$ cat config.mk
export PLATFORM = sky130hd
export DESIGN_NAME = alu_seq
export DESIGN_NICKNAME = d
export VERILOG_FILES = /design/src/rtl/alu_pkg.sv /design/src/rtl/alu_iter.sv /design/src/rtl/alu_seq.sv
export SDC_FILE = /design/constraint.sdc
export NUM_CORES = 1
export LEC_CHECK = 0
export CORE_MARGIN = 1.5
export CORE_UTILIZATION = 60
export CTS_CLUSTER_SIZE = 16
export DETAILED_ROUTE_END_ITERATION = 7
export PLACE_DENSITY = 0.81
export SLEW_MARGIN = 20
export SYNTH_ARGS = -nofsm -noshare
export SYNTH_HDL_FRONTEND = slang
export SYNTH_SLANG_ARGS = --single-unit
$ cat constraint.sdc
create_clock -name clk -period 10 [get_ports clk]
set_input_delay 1 -clock clk [delete_from_list [all_inputs] [get_ports clk]]
set_output_delay 1 -clock clk [all_outputs]
set_load 0.005 [all_outputs]
$ cat src/rtl/alu_pkg.sv
// Shared opcode and FSM encodings for the sequential ALU and its
// iterative multiply/divide datapath.
package alu_pkg;

    localparam int ALU_OPW = 4;

    typedef enum logic [ALU_OPW-1:0] {
        OP_AND  = 4'd0,
        OP_SGT  = 4'd1,
        OP_OR   = 4'd2,
        OP_NOT  = 4'd3,
        OP_ADD  = 4'd4,
        OP_SUB  = 4'd5,
        OP_PASS = 4'd6,
        OP_BEQ  = 4'd7,
        OP_SRL  = 4'd8,
        OP_SRA  = 4'd9,
        OP_SLL  = 4'd10,
        OP_MUL  = 4'd11,
        OP_DIVU = 4'd12
    } alu_op_e;

    typedef enum logic {
        ST_IDLE = 1'b0,
        ST_ITER = 1'b1
    } alu_state_e;

    // MUL and DIVU are the only opcodes that go through the iterative datapath.
    function automatic logic is_multi(input logic [ALU_OPW-1:0] op);
        return (op == OP_MUL) || (op == OP_DIVU);
    endfunction

endpackage

$ cat src/rtl/alu_iter.sv
// Iterative W-step datapath: unsigned shift-add multiply and restoring divide.
// go loads the operands; fin marks the cycle whose next-state values are final.
module alu_iter
    import alu_pkg::*;
#(
    parameter int W = 8
) (
    input  logic         clk,
    input  logic         reset,
    input  logic         go,
    input  logic         is_div,
    input  logic [W-1:0] a,
    input  logic [W-1:0] b,
    output logic         fin,
    output logic [W-1:0] res,
    output logic [W-1:0] car
);

    localparam int CW = $clog2(W + 1);

    logic [W-1:0]  r_acc;
    logic [W-1:0]  r_mq;
    logic [W-1:0]  r_md;
    logic [CW-1:0] r_cnt;
    logic          r_div;

    logic [W:0]    w_sum;
    logic [W-1:0]  w_mul_acc;
    logic [W-1:0]  w_mul_mq;
    logic [W:0]    w_sh;
    logic          w_borrow;
    logic [W-1:0]  w_div_acc;
    logic [W-1:0]  w_div_mq;
    logic [W-1:0]  w_acc_nx;
    logic [W-1:0]  w_mq_nx;

    // Multiply: {acc, mq} shifts right, adding the multiplicand when mq[0] is set.
    assign w_sum     = {1'b0, r_acc} + (r_mq[0] ? {1'b0, r_md} : {(W+1){1'b0}});
    assign w_mul_acc = w_sum[W:1];
    assign w_mul_mq  = {w_sum[0], r_mq[W-1:1]};

    // Divide: shift the next dividend bit into the remainder and subtract if it fits.
    // A zero divisor never borrows, leaving quotient all-ones and remainder = a.
    assign w_sh      = {r_acc, r_mq[W-1]};
    assign w_borrow  = (w_sh < {1'b0, r_md});
    assign w_div_acc = w_borrow ? w_sh[W-1:0] : W'(w_sh - {1'b0, r_md});
    assign w_div_mq  = {r_mq[W-2:0], ~w_borrow};

    assign w_acc_nx  = r_div ? w_div_acc : w_mul_acc;
    assign w_mq_nx   = r_div ? w_div_mq  : w_mul_mq;

    assign fin = (r_cnt == CW'(1));
    assign res = w_mq_nx;
    assign car = w_acc_nx;

    always_ff @(posedge clk) begin
        if (reset) begin
            r_acc <= '0;
            r_mq  <= '0;
            r_md  <= '0;
            r_cnt <= '0;
            r_div <= 1'b0;
        end else if (go) begin
            r_acc <= '0;
            r_mq  <= a;
            r_md  <= b;
            r_cnt <= CW'(W);
            r_div <= is_div;
        end else if (r_cnt != '0) begin
            r_acc <= w_acc_nx;
            r_mq  <= w_mq_nx;
            r_cnt <= r_cnt - CW'(1);
        end
    end

endmodule

$ cat src/rtl/alu_seq.sv
// Sequential ALU: single-cycle ops register one cycle after start, MUL/DIVU
// iterate W cycles. Handshake: start is taken only in IDLE with done low; done
// pulses one cycle when outputs change, and outputs hold until the next done.
module alu_seq
    import alu_pkg::*;
#(
    parameter int W   = 8,
    parameter int OPW = 4
) (
    input  logic           clk,
    input  logic           reset,
    input  logic           start,
    input  logic [OPW-1:0] op,
    input  logic [W-1:0]   ra_in,
    input  logic [W-1:0]   rb_in,
    output logic           busy,
    output logic           done,
    output logic [W-1:0]   res_out,
    output logic [W-1:0]   car_out,
    output logic           zero,
    output logic           jump,
    output logic           dz,
    output logic           dbg_state
);

    alu_state_e r_state;
    alu_state_e w_state_nx;
    logic       r_done;
    logic [W-1:0] r_res;
    logic [W-1:0] r_car;
    logic       r_zero;
    logic       r_jump;
    logic       r_dz;
    logic       r_dz_pend;

    logic [ALU_OPW-1:0] w_op;
    logic         w_accept;
    logic         w_multi;
    logic         w_go;
    logic         w_fin;
    logic [W-1:0] w_it_res;
    logic [W-1:0] w_it_car;
    logic [W-1:0] w_res;
    logic [W-1:0] w_car;
    logic         w_jump;
    logic [W:0]   w_add;
    logic [W:0]   w_sub;
    logic [2*W-1:0] w_shr;
    logic [2*W-1:0] w_sra;
    logic [2*W-1:0] w_shl;

    assign w_op     = ALU_OPW'(op);
    assign w_multi  = is_multi(w_op);
    assign w_accept = start && !r_done && (r_state == ST_IDLE);

    assign w_add = {1'b0, ra_in} + {1'b0, rb_in};
    assign w_sub = {1'b0, ra_in} - {1'b0, rb_in};
    // Shift amounts of 2W or more push every bit out of the double-width window.
    assign w_shr = {ra_in, {W{1'b0}}} >> rb_in;
    assign w_sra = $signed({ra_in, {W{1'b0}}}) >>> rb_in;
    assign w_shl = {{W{1'b0}}, ra_in} << rb_in;

    always_comb begin
        w_res  = '0;
        w_car  = '0;
        w_jump = 1'b0;
        case (w_op)
            OP_AND:  w_res = ra_in & rb_in;
            OP_SGT:  w_res = ($signed(ra_in) > $signed(rb_in)) ? {W{1'b1}} : '0;
            OP_OR:   w_res = ra_in | rb_in;
            OP_NOT:  w_res = ~ra_in;
            OP_ADD:  begin w_res = w_add[W-1:0]; w_car = {{(W-1){1'b0}}, w_add[W]}; end
            OP_SUB:  begin w_res = w_sub[W-1:0]; w_car = {{(W-1){1'b0}}, w_sub[W]}; end
            OP_PASS: w_res = ra_in;
            OP_BEQ:  w_jump = (ra_in == rb_in);
            OP_SRL:  begin w_res = w_shr[2*W-1:W]; w_car = w_shr[W-1:0]; end
            OP_SRA:  begin w_res = w_sra[2*W-1:W]; w_car = w_sra[W-1:0]; end
            OP_SLL:  begin w_res = w_shl[W-1:0];   w_car = w_shl[2*W-1:W]; end
            default: ;
        endcase
    end

    alu_iter #(.W(W)) u_iter (
        .clk    (clk),
        .reset  (reset),
        .go     (w_go),
        .is_div (w_op == OP_DIVU),
        .a      (ra_in),
        .b      (rb_in),
        .fin    (w_fin),
        .res    (w_it_res),
        .car    (w_it_car)
    );

    always_ff @(posedge clk) begin
        if (reset) r_state <= ST_IDLE;
        else       r_state <= w_state_nx;
    end

    always_comb begin
        w_state_nx = r_state;
        w_go       = 1'b0;
        case (r_state)
            ST_IDLE: if (w_accept && w_multi) begin
                w_state_nx = ST_ITER;
                w_go       = 1'b1;
            end
            ST_ITER: if (w_fin) w_state_nx = ST_IDLE;
            default: w_state_nx = ST_IDLE;
        endcase
    end

    always_ff @(posedge clk) begin
        if (reset) begin
            r_done    <= 1'b0;
            r_res     <= '0;
            r_car     <= '0;
            r_zero    <= 1'b1;
            r_jump    <= 1'b0;
            r_dz      <= 1'b0;
            r_dz_pend <= 1'b0;
        end else begin
            r_done <= 1'b0;
            if (w_go) r_dz_pend <= (w_op == OP_DIVU) && (rb_in == '0);
            if (w_accept && !w_multi) begin
                r_done <= 1'b1;
                r_res  <= w_res;
                r_car  <= w_car;
                r_zero <= (w_res == '0);
                r_jump <= w_jump;
                r_dz   <= 1'b0;
            end else if ((r_state == ST_ITER) && w_fin) begin
                r_done <= 1'b1;
                r_res  <= w_it_res;
                r_car  <= w_it_car;
                r_zero <= (w_it_res == '0);
                r_jump <= 1'b0;
                r_dz   <= r_dz_pend;
            end
        end
    end

    assign busy      = (r_state == ST_ITER);
    assign done      = r_done;
    assign res_out   = r_res;
    assign car_out   = r_car;
    assign zero      = r_zero;
    assign jump      = r_jump;
    assign dz        = r_dz;
    assign dbg_state = r_state;

endmodule

## Word-level counts from Yosys, hierarchy flattened

Index checks and enable logic that the tools add are counted.

| cells by class | value |
|---|---|
| reductions and logical operators | 18 |
| bitwise gates (word level) | 5 |
| add/subtract/negate cells | 5 |
| equal/unequal tests | 14 |
| magnitude comparators | 2 |
| shift-type cells | 3 |
| muxes and demuxes | 26 |

Operator list:

| operator | count |
|---|---|
| 8-bit two-way mux | 11 |
| 8-bit case mux with 10 select lines | 1 |
| 8-bit case mux with 5 select lines | 1 |
| 8-bit logical NOT | 3 |
| 4-bit == test (second input constant) | 5 |
| 8-bit by 8-bit adder with 9-bit output | 2 |
| 4-bit by 3-bit == test with 1-bit output (second input constant) | 4 |
| 8-bit by 8-bit << shifter with 16-bit output | 1 |
| 16-bit by 8-bit >> shifter with 16-bit output | 1 |
| 16-bit by 8-bit >>> shifter with 16-bit output | 1 |
| 1-bit two-way mux | 10 |
| 9-bit by 8-bit < comparator with 1-bit output | 1 |
| 8-bit by 8-bit subtractor with 9-bit output | 1 |
| 8-bit bitwise AND | 1 |
| 4-bit by 1-bit == test with 1-bit output (second input constant) | 2 |
| 4-bit by 2-bit == test with 1-bit output (second input constant) | 2 |
| 8-bit == test | 1 |
| 8-bit greater-than comparator | 1 |
| 4-bit two-way mux | 2 |
| 8-bit NOT | 1 |
| 8-bit bitwise OR | 1 |
| 8-bit subtractor | 1 |
| 1-bit logical AND | 6 |
| 4-bit logical NOT | 1 |
| 8 further kinds | 12 |

| word-level totals | value |
|---|---|
| register bits after elaboration | 51 |

## Logic depth before layout (Yosys ltp)

Gate-level depths: netlist of run 1.

| depth | value |
|---|---|
| word-level depth | 7 |
| depth in mapped cells | 13 |

## Cells and area by module

From an unflattened synthesis of run 1, not the netlist that was laid out.

| unflattened totals | value |
|---|---|
| cells, all modules | 866 |
| area total of the unflattened synthesis | 6374.9 µm² |

By module, submodules not included:

| module | area each (µm²) | times used | cells each | sequential area each (µm²) |
|---|---|---|---|---|
| alu_seq | 4185.3 | 1 | 596 | 440.4 |
| alu_iter | 2189.6 | 1 | 270 | 580.6 |

## Worst setup path after synthesis of run 1

OpenSTA, ideal clock, no wires.

| timing path | value |
|---|---|
| path type | input to register |
| start | in rb_in[1] |
| end | reg r_zero (netlist: zero) |
| setup slack | 6153 ps |
| arrival | 3778 ps |
| library setup time | 69 ps |
| stages | 13 |
| cells stage by stage | buf_6 buf_2 inv_1 clkbuf_1 fa_1 or2b_2 a221oi_2 o31a_1 or4_4 nand4_4 nand4_2 or4_1 o21ai_1 |

| on the way | value |
|---|---|
| word-level cells in the longest chain between the ends | 5 |
| elaborated cells on any way between the ends | 12 |
| classes of those cells | 2 x add/sub; 1 x order compare; 3 x shift; 3 x mux; 2 x bitwise; 1 x reduce/logical |

RTL lines:

| what | RTL line | RTL |
|---|---|---|
| start, declared | alu_seq.sv:15 | `input logic [W-1:0] rb_in,` |
| 8-bit greater-than comparator | alu_seq.sv:69 | `OP_SGT: w_res = ($signed(ra_in) > $signed(rb_in)) ? {W{1'b1}} : '0;` |
| 8-bit two-way mux | alu_seq.sv:69 |  |
| 8-bit case mux with 10 select lines * | alu_seq.sv:67 | `case (w_op)` |
| 8-bit logical NOT * | alu_seq.sv:129 | `r_zero <= (w_res == '0);` |
| 1-bit two-way mux * | alu_seq.sv:125 | `if (w_accept && !w_multi) begin` |
| end signal, assigned | alu_seq.sv:129 |  |
| end signal, assigned | alu_seq.sv:136 | `r_zero <= (w_it_res == '0);` |
| end, declared | alu_seq.sv:31 | `logic r_zero;` |

Mark *: on every way between the ends. The rest lies on a longest branch, timed or not.
A chain may end at the register's enable or synchronous reset.

## Worst setup path in the final report of run 1

| timing path | value |
|---|---|
| start | in rb_in[2] |
| end | reg r_zero (netlist: zero) |

The elaborated chain is that of the path after synthesis.

==> flow_summary_export.csv, run 1 <==
group,metric,value,unit
setup_path,crit_start,"rb_in[2]",
pwr,total_power,1.04,mW
global_route,antenna_found_initial,0,
global_route,grt_usage,37.9,%
outcome,status,"finished clean",
detailed_routing,met3_length,2030,um
detailed_routing,postRouteAntennaNets,0,
placement,portBuffers,44,
global_route,grt_pass1_vias,6393,
synthesis,synth_cell_types,84,
cells_and_area,final_cell_mix,"nand2_1, a21oi_1, nor2_1, o21ai_0, dfxtp_1",
clock_network,root_buffer,"clkbuf_8",
clock_network,cts_setup_buffers,0,
setup_path,rr_worst_depth,10,
detailed_routing,dr_wl_met2,9520,um
clock_network,clk_latency,320,ps
clock_network,cts_tree,"yes",
hold_path,hp-start,"u_iter.r_md[2]",
setup_path,arrival,4990,ps
floorplan,core_area,9860,um^2
setup_path,crit_required,10260,ps
pwr,cellLeakagePower,2.46,nW
detailed_routing,wl_per_cell,21.2,um
detailed_routing,top_layer_used,"met4",
synthesis,ys_ff_latch,51,
timing,period_minus_slack,4740,ps
clock_network,cts_resized,0,
cells_and_area,areaGrowthSynthToFinish,7.11,%
setup_path,crit_path_max_fanout,47,
clock_network,cts_buffers,5,
clock_network,cts-htree-levels,2,
detailed_routing,drtPass1Iterations,6,
timing,rsz0062_at_grt,"no",
floorplan,row_count,36,
placement,place.gp.congestion,1.03,
timing,tns,0,ps
setup_path,crit_chain,"clkdlybuf4s50_1, buf_4, inv_1, ha_1, a21oi_1, a21boi_0, mux2i_1, nor2_1, a311oi_1, nand4_2, or4_1, o21ai_1",
timing,finalCritPeriodShare,47.4,%
setup_path,endpoint_kind,"flip-flop",
cells_and_area,diodes,0,
clock_network,ctsHoldBuffers,0,
timing,max_clock_freq,211,MHz
detailed_routing,drt-initial-drc-count,1106,
setup_path,rr_startpoint,"u_iter.r_md[1]",
global_route,grt_overflow_total,0,
detailed_routing,drcViolationCount,0,
detailed_routing,dr_total_vias,6943,
detailed_routing,drt-met1-wl,8460,um
flow_run,maxCapViolCount,0,
synthesis,synth_ff_type,"dfxtp_1",
synthesis,yosys_warnings,0,
timing,setup_violations,0,
floorplan,die-area,10900,um^2
cells_and_area,drive_gt1_share,4.87,%
setup_path,crit_family,"buffers and inverters",
global_route,grt_max_degree,48,
setup_path,critPathKind,"input pin to flip-flop",
floorplan,initial_core_util,62.6,%
synthesis,synth_nets,949,
setup_path,crit_slowest_cell,"ha_1",
timing,tightest_slew,1100,ps
detailed_routing,drt_wl_total,21100,um
synthesis,seq_area_frac_synth,16.5,%
synthesis,ys_async_sr_fraction,0,%
synthesis,netlist_instances,878,
pwr,p_per_area,158,nW/um^2
synthesis,synth_edf_count,0,
clock_network,path_clk_slew,100,ps
setup_path,path_buf_inv,3,
setup_path,critical_path.startpoint_type,"input pin",
floorplan,dieWidth,104,um
synthesis,syn_area,6180,um^2
setup_path,max_stage_delay,570,ps
clock_network,clk_path_buf_depth,2,
detailed_routing,vias_per_cell,6.98,
timing,relSlewSlack,26.8,%
placement,dp_hpwl,15600,um
floorplan,ios,45,
cells_and_area,mostFrequentLayoutCell,"nand2_1",
hold_path,hold_depth,2,
cells_and_area,nets,932,
synthesis,syn_area_per_cell,7.03,um^2
timing,final.setup_skew,13.6,ps
hold_path,holdCritPathClass,"flip-flop to flip-flop",
pwr,peakVddDrop,0.183,mV
floorplan,fp.dieH,104,um
timing,finalHoldViolations,0,
setup_path,cp_num_cells,12,
clock_network,cts_sinks,51,
global_route,grt_pass1_wl,33700,um
timing,final_max_slew_viol_count,0,
[cell usage after synthesis, types with 15 or more instances]
master / n / area share (%)
o22ai_1: 15 / 1.5
clkbuf_1: 46 / 2.8
buf_2: 17 / 1.4
nor3_1: 27 / 2.2
a21oi_1: 90 / 7.3
nor2_1: 81 / 4.9
o211ai_1: 16 / 1.9
a211oi_1: 17 / 2.1
nand2_1: 99 / 6.0
ha_1: 44 / 8.9
inv_1: 35 / 2.1
o21ai_0: 51 / 4.1
mux2i_1: 31 / 5.0
dfxtp_1: 51 / 17
nand3_1: 20 / 1.6
[report_power, final]
part           leakage, nW  internal, mW  switching, mW  total (mW)
combinational         1.98         0.229          0.370       0.599
clock               0.0587        0.0760         0.0758       0.152
sequential           0.418         0.248         0.0443       0.292
[cell families after synthesis]
logic type / Yosys count / synth area share (%)
AOI/OAI and AO/OA: 291 / 30.6
xor gates and xnor gates: 12 / 1.70
adders and majority gates: 48 / 10.2
buffers and inverters: 113 / 7.82
DFF: 51 / 16.5
muxes: 39 / 6.85
and+or+nand+nor: 324 / 26.3
[sequential cells by signal, indices dropped and copies added, names as in the netlist, 4 cells and up]
register and flops:
u_iter.r_md 8, u_iter.r_cnt 4, u_iter.r_mq 8, u_iter.r_acc 8, res_out 8, car_out 8
[layer usage]
metal	global-route usage, %	vias to the layer above
met4	19.2	0
met2	60.7	466
met1	50.0	3215
li1	-	3178
met5	0	-
met3	4.45	84
[worst paths after layout]
path,end,slack (ps)
setup / recovery,zero,5260
hold / removal,u_iter.r_md[2],480
setup reg to reg,car_out[4],7040
hold reg to reg,u_iter.r_md[2],480
[worst min-delay path: cells and delay by family (launching register included)]
family             cells  cell delay, ps
DFF                    1             340
and+or+nand+nor        1              60
AOI/OAI and AO/OA      1              50
[metrics by stage]
stage          setup slack [ps]  hold WS, ps  util [%]  area, um^2  cells
2_1_floorplan              6150          445         -        6180    878
3_3_place_gp               5180          465      65.9        6500    987
6_report                   5260          483      67.1        6620    995
4_1_cts                    5380          479      67.1        6620    995
5_1_grt                    5070          508      67.1        6620    995
3_5_place_dp               5060          467      65.9        6500    987
[area by class of cell]
type / instances / area [um^2]
Clock buffer: 5 / 68.8
Fill cell: 882 / 3250
Multi-Input combinational cell: 714 / 4670
Timing Repair Buffer: 52 / 500
Sequential cell: 51 / 1020
Inverter: 37 / 139
Tap cell: 133 / 166
Clock inverter: 3 / 47.5
(Power assumes the default switching activity.)
==> run 2: changes to the inputs <==
Clock period 10 ns to 4.9 ns, I/O delays scaled along.
==> flow_summary_export.csv, run 2 (synthesis results as in run 1) <==
group,metric,value,unit
timing,period_minus_slack,3760,ps
pwr,switching_share,48.6,%
cells_and_area,areaGrowthSynthToFinish,8.12,%
detailed_routing,drt_wl_total,22100,um
timing,holdWs,483,ps
placement,place.gp.congestion,1.03,
setup_path,arrival,4020,ps
timing,tns,0,ps
clock_network,clk_path_buf_depth,2,
clock_network,cts_tree,"yes",
timing,rsz0062_at_grt,"no",
floorplan,row_count,36,
setup_path,critPathKind,"input pin to flip-flop",
timing,finalHoldViolations,0,
timing,tightest_slew,1110,ps
clock_network,root_buffer,"clkbuf_8",
timing,final_max_slew_viol_count,0,
flow_run,maxCapViolCount,0,
floorplan,dieWidth,104,um
clock_network,cts_sinks,51,
floorplan,initial_core_util,62.6,%
detailed_routing,drcViolationCount,0,
outcome,status,"finished clean",
pwr,intPower,1.09,mW
clock_network,cts_setup_buffers,0,
global_route,grt_usage,39.0,%
global_route,grt_pass1_wl,34200,um
cells_and_area,drive_gt1_share,6.07,%
detailed_routing,dr_total_vias,7209,
detailed_routing,wl_per_cell,21.9,um
clock_network,clk_latency,330,ps
clock_network,cts_buffers,5,
placement,dp_hpwl,16500,um
global_route,grt_pass1_vias,6528,
pwr,p_clk_share,12.2,%
cells_and_area,nets,943,
cells_and_area,mostFrequentLayoutCell,"nand2_1",
pwr,combPwrFrac,59.6,%
timing,setup_violations,0,
cells_and_area,fillers,857,
hold_path,holdCritPathClass,"flip-flop to flip-flop",
setup_path,crit_required,5160,ps
pwr,power.switching,1.03,mW
timing,final.setup_skew,22.2,ps
global_route,grt_max_degree,47,
detailed_routing,postRouteAntennaNets,0,
setup_path,critical_path.startpoint_type,"input pin",
global_route,antenna_found_initial,0,
setup_path,crit_path_max_fanout,16,
floorplan,die-area,10900,um^2
pwr,p_per_area,317,nW/um^2
floorplan,core_area,9860,um^2
hold_path,hold_depth,2,
timing,finalCritPeriodShare,76.7,%
global_route,grt_overflow_total,0,
timing,max_clock_freq,266,MHz
floorplan,fp.dieH,104,um
cells_and_area,diodes,0,
detailed_routing,drtPass1Iterations,6,
timing,relSlewSlack,24.8,%
setup_path,endpoint_kind,"flip-flop",
floorplan,ios,45,
clock_network,cts_resized,0,
placement,portBuffers,44,
setup_path,rr_worst_depth,10,
clock_network,ctsHoldBuffers,0,
detailed_routing,drt-initial-drc-count,988,
clock_network,path_clk_slew,100,ps
pwr,cellLeakagePower,2.50,nW
detailed_routing,vias_per_cell,7.17,
cells_and_area,final_cell_mix,"nand2_1, a21oi_1, nor2_1, o21ai_0, dfxtp_1",
clock_network,cts-htree-levels,2,
pwr,peakVddDrop,0.323,mV
pwr,power_frac_seq,28.2,%
cells_and_area,utilization,67.7,%
## run 2: cell types whose count changed in the layout (fill, tap and decap cells not counted), sizes merged
cell      before  now
buf            8   19
bufinv         1    0
clkinvlp       0    1
## run 2: worst max-delay path, cell delays in order
cell	delay [ps]
clkdlybuf4s50_1	920
inv_1	160
ha_1	360
nand3_1	110
a21boi_0	420
mux2i_1	250
nor2_1	50
a311oi_1	410
nand4_2	160
or4_1	550
o21ai_1	140
## run 2: area by class of cell
type                       count  area, um^2  area share [%]
clock buffer                   5        68.8            1.03
clock inverter                 3        27.5           0.412
inverter                      37         139            2.08
multi-input combinational    714        4670            70.0
sequential                    51        1020            15.3
tap                          133         166            2.49
timing repair buffer          63         583            8.73
## run 2: worst paths after layout
kind                  startpoint             end  slack, ps
hold reg to reg   u_iter.r_md[7]  u_iter.r_md[7]        480
setup reg to reg  u_iter.r_md[1]            zero       1950
setup / recovery        ra_in[1]            zero       1140
hold / removal    u_iter.r_md[7]  u_iter.r_md[7]        480
## run 2: metrics by stage
step / setup WS [ps] / cell area (um^2) / instances / power [mW]
floorplan: 1560 / 6180 / 878 / 1.49
global placement: 1030 / 6580 / 998 / 1.75
detailed placement: 880 / 6580 / 998 / 1.81
CTS: 1200 / 6680 / 1006 / 2.08
global route: 943 / 6680 / 1006 / 2.25
finish: 1140 / 6680 / 1006 / 2.11
## run 2: routing by layer
metal  GRT usage (%)  part of all wire (%)  vias to the layer above
li1                -                     -                     3207
met1            49.1                    38                     3318
met2            63.2                    45                      557
met3            5.83                    11                      127
met4            22.7                   6.0                        0
met5               0                     0                        -
## run 2: power by group through the flow
stage	clock [mW]	combinational, mW	sequential (mW)
6_report	0.257	1.26	0.596
5_1_grt	0.273	1.37	0.605
4_1_cts	0.262	1.22	0.591
3_5_place_dp	0	1.21	0.600
3_3_place_gp	0	1.16	0.593
2_1_floorplan	0	0.920	0.574
==> run 3: changes to the inputs <==
Clock period 4.9 ns to 3.6 ns, I/O delays scaled along.
==> flow_summary_export.csv, run 3 (synthesis results as in run 1) <==
group,metric,value,unit
outcome,status,"finished clean",
global_route,grt_usage,39.9,%
clock_network,clk_path_buf_depth,2,
clock_network,cts-htree-levels,2,
detailed_routing,vias_per_cell,6.90,
placement,portBuffers,44,
cells_and_area,diodes,0,
hold_path,holdCritPathClass,"flip-flop to flip-flop",
timing,final.setup_skew,7.94,ps
cells_and_area,drive_gt1_share,9.49,%
global_route,grt_pass1_vias,6656,
pwr,combPwrFrac,60.4,%
timing,setup_violations,0,
timing,finalHoldViolations,0,
cells_and_area,stdcell_area,6920,um^2
floorplan,dieWidth,104,um
detailed_routing,wl_per_cell,21.4,um
setup_path,endpoint_kind,"flip-flop",
pwr,cellLeakagePower,2.66,nW
clock_network,path_clk_slew,100,ps
setup_path,crit_required,3860,ps
setup_path,arrival,3430,ps
detailed_routing,drt-met1-wl,8480,um
timing,relSlewSlack,38.8,%
floorplan,die-area,10900,um^2
timing,period_minus_slack,3160,ps
detailed_routing,drt-initial-drc-count,869,
cells_and_area,nets,976,
global_route,grt_pass1_wl,34800,um
placement,dp_hpwl,16800,um
floorplan,initial_core_util,62.6,%
pwr,p_per_area,424,nW/um^2
floorplan,fp.dieH,104,um
pwr,total_power,2.93,mW
clock_network,root_buffer,"clkbuf_8",
floorplan,ios,45,
detailed_routing,dr_total_vias,7170,
cells_and_area,final_cell_mix,"nand2_1, a21oi_1, nor2_1, buf_4",
detailed_routing,drtPass1Iterations,8,
cells_and_area,fillers,823,
global_route,grt_max_degree,46,
timing,tightest_slew,916,ps
timing,holdWs,484,ps
placement,place.gp.congestion,1.02,
timing,tns,0,ps
timing,rsz0062_at_grt,"no",
clock_network,cts_setup_buffers,0,
detailed_routing,top_layer_used,"met4",
global_route,grt_overflow_total,0,
placement,place_ws,122,ps
clock_network,cts_tree,"yes",
flow_run,maxCapViolCount,0,
timing,max_clock_freq,316,MHz
timing,finalCritPeriodShare,87.9,%
floorplan,core_area,9860,um^2
floorplan,row_count,36,
detailed_routing,drcViolationCount,0,
setup_path,critical_path.startpoint_type,"input pin",
pwr,power_frac_seq,27.7,%
pwr,intPower,1.52,mW
timing,worst_slack,435,ps
detailed_routing,postRouteAntennaNets,0,
detailed_routing,dr_wl_met2,10300,um
clock_network,cts_buffers,5,
pwr,peakVddDrop,0.464,mV
pwr,power.switching,1.41,mW
global_route,antenna_found_initial,0,
setup_path,crit_path_max_fanout,6,
placement,placed_cell_area,6830,um^2
pwr,switching_share,48.2,%
detailed_routing,met3_length,2160,um
timing,final_max_slew_viol_count,0,
detailed_routing,drt_wl_total,22200,um
clock_network,cts_sinks,51,
setup_path,critPathKind,"input pin to flip-flop",
pwr,p_clk_share,11.9,%
clock_network,ctsHoldBuffers,0,
cells_and_area,areaGrowthSynthToFinish,12.1,%
clock_network,clk_latency,320,ps
clock_network,cts_resized,0,
cells_and_area,mostFrequentLayoutCell,"nand2_1",
-- run 3: cell types whose count changed in the layout (fill, tap and decap cells not counted), sizes merged --
| cell | change |
|---|---|
| buf | +33 |
| clkinv | +1 |
| clkinvlp | -1 |
-- run 3: metrics by stage --
stage,util [%],cells
after floorplan,-,878
after global placement,69.2,1031
after detailed placement,69.2,1031
after CTS,70.2,1039
after global routing,70.2,1039
final,70.2,1039
-- run 3: worst paths after layout --
kind,from,to,slack [ps],cells past startpoint
setup / recovery,rb_in[0],zero,440,12
hold / removal,u_iter.r_md[2],u_iter.r_md[2],480,2
setup reg to reg,u_iter.r_mq[0],car_out[7],800,11
hold reg to reg,u_iter.r_md[2],u_iter.r_md[2],480,2
-- run 3: layer usage --
layer	vias up	GRT usage, %
li1	3285	-
met1	3285	49.5
met2	492	66.3
met3	108	5.33
met4	0	22.1
met5	-	0
-- run 3: final cells by class --
type	instances	area (um^2)	share of cell area, %
Sequential cell	51	1020	14.8
Multi-Input combinational cell	714	4670	67.5
Clock buffer	5	68.8	0.994
Tap cell	133	166	2.40
Inverter	37	139	2.01
Timing Repair Buffer	96	831	12.0
Clock inverter	3	22.5	0.325
-- run 3: power groups by stage --
stage	clock (mW)	sequential, mW	combinational, mW
after floorplan	0	0.781	1.25
after global placement	0	0.811	1.65
after detailed placement	0	0.818	1.71
after CTS	0.353	0.806	1.72
after global routing	0.377	0.825	1.92
final	0.350	0.811	1.77
-- run 3: worst max-delay path, cell delays in order --
cell and delay, ps:
clkdlybuf4s50_1 510, ha_1 210, inv_1 70, fa_1 390, or2b_2 200, a221oi_2 70, o31a_1 280, or4_4 440
nand4_4 150, nand4_2 100, or4_1 530, o21ai_1 120
